$ cat config.mk
export PLATFORM = sky130hd
export DESIGN_NAME = mcu_ctrl_seq
export DESIGN_NICKNAME = d
export VERILOG_FILES = /design/src/rtl/mcu_pkg.sv /design/src/rtl/mcu_instr_decode.sv /design/src/rtl/mcu_ctrl_seq.sv
export SDC_FILE = /design/constraint.sdc
export NUM_CORES = 1
export LEC_CHECK = 0
export CORE_ASPECT_RATIO = 1.2
export CORE_MARGIN = 5
export CORE_UTILIZATION = 35
export CTS_BUF_LIST = sky130_fd_sc_hd__clkbuf_2
export DETAILED_ROUTE_END_ITERATION = 10
export PLACE_DENSITY_LB_ADDON = 0.2
export SETUP_SLACK_MARGIN = 0.02
export SLEW_MARGIN = 10
export SYNTH_ARGS = -nofsm -noshare
export SYNTH_HDL_FRONTEND = slang
export SYNTH_HIERARCHICAL = 1
export SYNTH_SLANG_ARGS = --single-unit
$ cat constraint.sdc
create_clock -name clk -period 3.05 [get_ports clk]
set_input_delay 0.61 -clock clk [delete_from_list [all_inputs] [get_ports clk]]
set_output_delay 0.61 -clock clk [all_outputs]
set_load 0.01 [all_outputs]
$ cat src/rtl/mcu_pkg.sv
// mcu_pkg: shared opcodes, ALU encodings, FSM states and instruction field positions for the MCU control sequencer.
package mcu_pkg;
  localparam logic [3:0] OP_NOP  = 4'h0;
  localparam logic [3:0] OP_ADD  = 4'h1;
  localparam logic [3:0] OP_SUB  = 4'h2;
  localparam logic [3:0] OP_AND  = 4'h3;
  localparam logic [3:0] OP_OR   = 4'h4;
  localparam logic [3:0] OP_XOR  = 4'h5;
  localparam logic [3:0] OP_ADDI = 4'h6;
  localparam logic [3:0] OP_LDI  = 4'h7;
  localparam logic [3:0] OP_BEQZ = 4'h8;
  localparam logic [3:0] OP_JMP  = 4'h9;
  localparam logic [3:0] OP_HALT = 4'hF;
  localparam logic [2:0] ALU_ADD  = 3'd0;
  localparam logic [2:0] ALU_SUB  = 3'd1;
  localparam logic [2:0] ALU_AND  = 3'd2;
  localparam logic [2:0] ALU_OR   = 3'd3;
  localparam logic [2:0] ALU_XOR  = 3'd4;
  localparam logic [2:0] ALU_PASS = 3'd5;
  localparam int OP_HI  = 15;
  localparam int OP_LO  = 12;
  localparam int RD_HI  = 11;
  localparam int RD_LO  = 9;
  localparam int RS_HI  = 8;
  localparam int RS_LO  = 6;
  localparam int IMM_HI = 5;
  localparam int IMM_LO = 0;
  typedef enum logic [2:0] {S_IDLE, S_FETCH, S_DECODE, S_EXEC, S_WB, S_HALT} state_t;
  typedef enum logic [1:0] {BR_NONE, BR_BEQZ, BR_JMP} br_t;
endpackage

$ cat src/rtl/mcu_instr_decode.sv
// mcu_instr_decode: combinational opcode decode; branches decode only when MCU_CTRL_BRANCH_EN is defined.
module mcu_instr_decode
  import mcu_pkg::*;
(
  input  logic [3:0] i_opcode,
  output logic       o_cs,
  output logic [2:0] o_alu_op,
  output logic       o_alu_src_imm,
  output logic       o_reg_we,
  output br_t        o_br,
  output logic       o_halt,
  output logic       o_illegal
);
  always_comb begin
    o_cs = 1'b0;
    o_alu_op = ALU_ADD;
    o_alu_src_imm = 1'b0;
    o_reg_we = 1'b0;
    o_br = BR_NONE;
    o_halt = 1'b0;
    o_illegal = 1'b0;
    case (i_opcode)
      OP_NOP: ;
      OP_ADD: o_reg_we = 1'b1;
      OP_SUB: begin o_reg_we = 1'b1; o_alu_op = ALU_SUB; end
      OP_AND: begin o_reg_we = 1'b1; o_alu_op = ALU_AND; end
      OP_OR:  begin o_reg_we = 1'b1; o_alu_op = ALU_OR; end
      OP_XOR: begin o_reg_we = 1'b1; o_alu_op = ALU_XOR; end
      OP_ADDI: begin o_reg_we = 1'b1; o_cs = 1'b1; o_alu_src_imm = 1'b1; end
      OP_LDI: begin o_reg_we = 1'b1; o_alu_op = ALU_PASS; o_alu_src_imm = 1'b1; end
`ifdef MCU_CTRL_BRANCH_EN
      OP_BEQZ: begin o_cs = 1'b1; o_br = BR_BEQZ; end
      OP_JMP:  begin o_cs = 1'b1; o_br = BR_JMP; end
`endif
      OP_HALT: o_halt = 1'b1;
      default: o_illegal = 1'b1;
    endcase
  end
endmodule

$ cat src/rtl/mcu_ctrl_seq.sv
// mcu_ctrl_seq: fetch/decode/exec/writeback sequencer owning the PC; MCU_CTRL_BRANCH_EN enables BEQZ/JMP and the PC-relative adder.
module mcu_ctrl_seq
  import mcu_pkg::*;
#(
  parameter logic [7:0] RESET_PC = 8'h00
) (
  input  logic        clk,
  input  logic        rst_n,
  input  logic        run,
  output logic        imem_req,
  output logic [7:0]  imem_addr,
  input  logic        imem_ack,
  input  logic [15:0] imem_rdata,
  output logic [5:0]  imm,
  output logic        cs,
  input  logic [7:0]  const_val,
  input  logic        zero_flag,
  output logic [2:0]  alu_op,
  output logic        alu_src_imm,
  output logic [2:0]  rd_addr,
  output logic [2:0]  rs_addr,
  output logic        reg_we,
  output logic        busy,
  output logic        halted,
  output logic        illegal
);
  state_t r_state, w_next;
  logic [7:0] r_pc, w_pc_next;
  logic [15:0] r_ir;
  logic w_cs, w_src, w_we, w_halt, w_ill, w_dec, w_alu;
  logic [2:0] w_op;
  br_t w_br;
  mcu_instr_decode u_dec (
    .i_opcode(r_ir[OP_HI:OP_LO]),
    .o_cs(w_cs),
    .o_alu_op(w_op),
    .o_alu_src_imm(w_src),
    .o_reg_we(w_we),
    .o_br(w_br),
    .o_halt(w_halt),
    .o_illegal(w_ill)
  );
`ifdef MCU_CTRL_BRANCH_EN
  logic r_taken;
  always_ff @(posedge clk or negedge rst_n)
    if (!rst_n) r_taken <= 1'b0;
    else if (r_state == S_EXEC) r_taken <= (w_br == BR_JMP) || (w_br == BR_BEQZ && zero_flag);
  assign w_pc_next = r_pc + (r_taken ? const_val : 8'd1);
`else
  logic w_unused;
  assign w_unused = ^{const_val, zero_flag, w_br};
  assign w_pc_next = r_pc + 8'd1;
`endif
  always_ff @(posedge clk or negedge rst_n)
    if (!rst_n) begin
      r_state <= S_IDLE;
      r_pc <= RESET_PC;
      r_ir <= '0;
    end else begin
      r_state <= w_next;
      if (r_state == S_FETCH && imem_ack) r_ir <= imem_rdata;
      if (r_state == S_WB && !w_halt) r_pc <= w_pc_next;
    end
  always_comb begin
    w_next = r_state;
    case (r_state)
      S_IDLE:   w_next = run ? S_FETCH : S_IDLE;
      S_FETCH:  w_next = imem_ack ? S_DECODE : S_FETCH;
      S_DECODE: w_next = S_EXEC;
      S_EXEC:   w_next = S_WB;
      S_WB:     w_next = w_halt ? S_HALT : (run ? S_FETCH : S_IDLE);
      default:  w_next = r_state;
    endcase
  end
  // Decoded fields are held from DECODE through WB so const_val settles before WB uses it.
  assign w_dec = r_state inside {S_DECODE, S_EXEC, S_WB};
  assign w_alu = r_state inside {S_EXEC, S_WB};
  assign imem_req = r_state == S_FETCH;
  assign imem_addr = imem_req ? r_pc : 8'h00;
  assign imm = w_dec ? r_ir[IMM_HI:IMM_LO] : 6'h00;
  assign cs = w_dec & w_cs;
  assign rd_addr = w_dec ? r_ir[RD_HI:RD_LO] : 3'd0;
  assign rs_addr = w_dec ? r_ir[RS_HI:RS_LO] : 3'd0;
  assign alu_op = w_alu ? w_op : ALU_ADD;
  assign alu_src_imm = w_alu & w_src;
  assign reg_we = r_state == S_WB && w_we;
  assign illegal = r_state == S_DECODE && w_ill;
  assign busy = !(r_state inside {S_IDLE, S_HALT});
  assign halted = r_state == S_HALT;
endmodule

== Yosys cells after proc, flatten, opt, wreduce, memory -nomap -nowiden ==
Index checks and enable logic that the tools add are counted.
Word-level totals
  register bits: 27
  latch bits: 0
  memory bits (writable): 0
  ROM bits: 0
  input bits: 29
  output and inout port bits: 30
  memories: 0
Operators by class
  add/sub/neg operators: 1
  multiply operators: 0
  divide/modulo/power cells: 0
  magnitude comparators: 0
  equality and inequality tests: 13
  shifts and indexed selects: 0
  mux-type cells: 15
  bitwise logic cells: 2
  reductions and logical operators: 15
Operators by type and width (count)
  $pmux W3 S5: 2
  $eq A4 B3 Y1 const B: 4
  $mux W3: 4
  $reduce_or A9 Y1: 1
  $add A8 B1 Y8 const B: 1
  $eq A4 B2 Y1 const B: 2
  $mux W8: 1
  $reduce_or A7 Y1: 1
  $eq A3 B2 Y1 const B: 2
  $eq A3 B3 Y1 const B: 2
  $mux W1: 6
  $mux W6: 1
  $reduce_bool A5 Y1: 1
  $eq A4 B1 Y1 const B: 1
  $eq A4 B4 Y1 const B: 1
  $logic_and A1 B1 Y1: 4
  $logic_not A4 Y1: 1
  $reduce_bool A2 Y1: 2
  $eq A3 B1 Y1 const B: 1
  $logic_not A3 Y1: 1
  $reduce_bool A3 Y1: 1
  $and A1 B1 Y1: 2
  $logic_not A1 Y1: 2
  $mux W2: 1
  $reduce_or A2 Y1: 1

== Longest topological paths before layout ==
Gate-level depths: netlist (run 1).
  depth after elaboration: 4
  mapped depth: 6

== Hierarchy ==
Netlist (run 1), hierarchy kept.
Modules (own cells, without submodules)
  mcu_ctrl_seq: times used 1, cells each 118, area each 1346.3 sq um, seq. area each 675.6 sq um
  mcu_instr_decode: times used 1, cells each 20, area each 133.9 sq um, seq. area each 0.0 sq um

== Least setup slack after synthesis (run 1) ==
No wires, ideal clock.
  path type: register to output
  from: register r_state[1]
  to: output imm[0]
  arrival time: 1.330 ns
  required time: 2.440 ns
  slack: 1.110 ns
  cell stages (with the launch flop): 6
  path buffers: 2
  cells stage by stage: dfrtp_1 clkbuf_1 nand2b_1 o21a_1 clkbuf_1 nor2b_1
Between the ends
  word-level cells in the longest chain between the ends: 3
RTL lines
  start: declaration: line mcu_ctrl_seq.sv:27  | state_t r_state, w_next;
  start signal: assignment: line mcu_ctrl_seq.sv:60  | r_state <= w_next;
  $eq A3 B2 Y1 / $eq A3 B3 Y1 (equally long branches): line mcu_ctrl_seq.sv:76  | assign w_dec = r_state inside {S_DECODE, S_EXEC, S_WB};
  $reduce_bool A3 Y1 (*): line mcu_ctrl_seq.sv:76
  $mux W6 (*): line mcu_ctrl_seq.sv:80  | assign imm = w_dec ? r_ir[IMM_HI:IMM_LO] : 6'h00;
  end: declaration: line mcu_ctrl_seq.sv:14  | output logic [5:0] imm,
Every way passes the cells marked *; elsewhere a longest branch is shown, timed or not.

== Worst setup path after layout (run 1) ==
Same ends and word-level chain as after synthesis.

==> results of run 1 <==
sequential cells by signal, indices dropped and copies added (netlist names):
| register | flops |
|---|---|
| r_ir | 16 |
| r_pc | 8 |
| r_state | 3 |
layer usage:
metal	vias to the layer above	part of all wire [%]	global-route usage, %
li1	559	-	-
met4	0	0.47	4.09
met1	545	40	14.9
met5	-	0	0
met3	2	5.2	2.49
met2	27	54	22.5
cell usage in the layout (no fill, tap or decap), drive strengths merged, types with 4 or more instances in the layout:
master	count
and2	13
clkdlybuf4s50	49
nor2b	14
nand2	6
dfrtp	27
nor2	6
xor2	4
nor3	4
inv	4
mux2	16
nand3	4
worst reg2reg max path, cell delays in order, from the launching register on:
cell and delay (ns):
dfrtp_1 0.51, nand3_1 0.13, nor2_1 0.09, or4b_1 0.65, nor4_4 0.33, xor2_1 0.16
worst min-delay path by stage:
stage | startpoint | slack, ns | to
6_report | r_pc[7] | 0.48 | r_pc[7]
2_1_floorplan | rst_n | 0.31 | r_ir[0]
5_1_grt | r_pc[7] | 0.52 | r_pc[7]
3_5_place_dp | r_pc[7] | 0.45 | r_pc[7]
4_1_cts | r_pc[7] | 0.48 | r_pc[7]
3_3_place_gp | r_pc[7] | 0.45 | r_pc[7]
cell type report:
cell class	instances	area (µm²)	area share (%)
sequential	27	678	33.3
multi-input combinational	99	751	36.9
timing repair buffer	51	505	24.8
inverter	4	15.0	0.737
clock buffer	3	15.0	0.737
clock inverter	1	5.00	0.246
tap	54	67.6	3.32
what timing repair did:
item | in CTS | in global routing
setup endpoints to repair | 0 | 26
gates resized for setup | 0 | 4
hold buffers | 0 | 0
power by group through the flow:
stage	Sequential [mW]	Combinational [mW]	Clock, mW
6_report	0.669	0.892	0.131
3_3_place_gp	0.661	0.882	0
2_1_floorplan	0.603	0.582	0
4_1_cts	0.665	0.906	0.141
3_5_place_dp	0.674	0.901	0
5_1_grt	0.702	0.979	0.152
metrics by stage:
stage,instance area [µm²],utilization [%]
final,2040,50.9
after global routing,2040,50.9
after CTS,2030,50.7
after detailed placement,2010,50.2
after global placement,2010,50.2
after floorplan,1460,-
==> results.ini, run 1 <==
[setup_path]
required_ns=2.44
critPathLaunchType=register
critPathBufInv=1
crit_start=r_state[1]
crit_chain=or2b_1, o21a_2, nor2b_1, clkdlybuf4s50_1
r2r-start=r_ir[13]
slowest_delay_ns=0.56
slowest_stage=clkdlybuf4s50_1
arrival_ns=2.20
worst-path-max-fanout=13
end_kind=output port
cp_top_family=buffers and inverters
reg2reg_slack_ns=1.13
r2r_cells=5
cp_num_cells=4
r2r-end=r_pc[7]
endpoint=imm[0]
crit_type=register to output port

[floorplanning]
rows=25
die_h_um=80.8
ios=59
coreArea_um2=4000
die_w_um=69.0
start_util_pct=36.5
dieArea_um2=5570

[power_and_ir_drop]
power.total_mw=1.69
intPower_mw=1.06
power_frac_seq_pct=39.5
p_comb_share_pct=52.7
swShare_pct=37.1
p_sw_mw=0.628
clockPowerShare_pct=7.8
vdd_ir_drop_max_uv=333
leakagePower_nw=0.849
powerDensity_nw_per_um2=831

[timing]
relSlewSlack_pct=64.1
maxClockFrequency_mhz=355
rsz0062_at_grt=false
fin_skew_ns=0.00102
setup_ws_ns=0.236
fin_tns_setup_ns=0
timing.hold.ws_ns=0.476
finalCriticalPeriod_ns=2.81
hold_viol=0
setup_viol=0
finalMaxSlewViolations=0
period_share_pct=92.3
tightest_slew_ns=0.531

[cells_and_area]
drive_above_1_share_pct=16.8
finalNetCount=216
syn_to_final_growth_pct=39.4
insertedDiodeCount=0
layoutNonFillerInstCount=239
fill_cells=405

[routing]
drtIter0Drc=68
drt_wl_total_um=3200
drc=0
ant_nets=0
via_per_inst=4.74
first_pass_iters=4
vias=1133
wl_per_cell_um=13.4

[placement]
place_congestion=0.799
dp_hpwl_um=2430
io_buffers=49
dpl_worst_slack_ns=0.470
placed_cells=235

[global_routing]
antenna_found_initial=0
grt_pass1_vias=1181
grt_usage_pct=12.7
grt_start_max_net_pins=28
grt_pass1_wl_um=5340
gr-total-overflow=0

[yosys]
yosysWarnings=6
avgSynthCellArea_um2=10.8
synthesis.nets=165
synth_area_um2=1460
synthCells=135

[hold_path]
hp-class=register to register
min_path_cells=1

[clock_network]
cts_tree=yes
numCtsBuffers=3
clk_pin_slew_ns=0.24
clockBufferDepth=2
h-tree-depth=1
clk_latency_ns=0.34
post_cts_buffers=0
root_buffer=clkbuf_2
clock-sinks=27

[outcome]
status=complete, no violations

[job]
drv_cap=0

(Power assumes the default switching activity.)
==> inputs of run 2 (changes only) <==
CAP_MARGIN = 10   (was default)
SLEW_MARGIN = 20   (was 10)
==> results of run 2 <==
The final DEF is identical to that of run 1; final timing and power are the same.
==> inputs of run 3 (changes only) <==
CAP_MARGIN = default   (was 10)
==> results of run 3 <==
The final DEF is identical to that of run 1; final timing and power are the same.
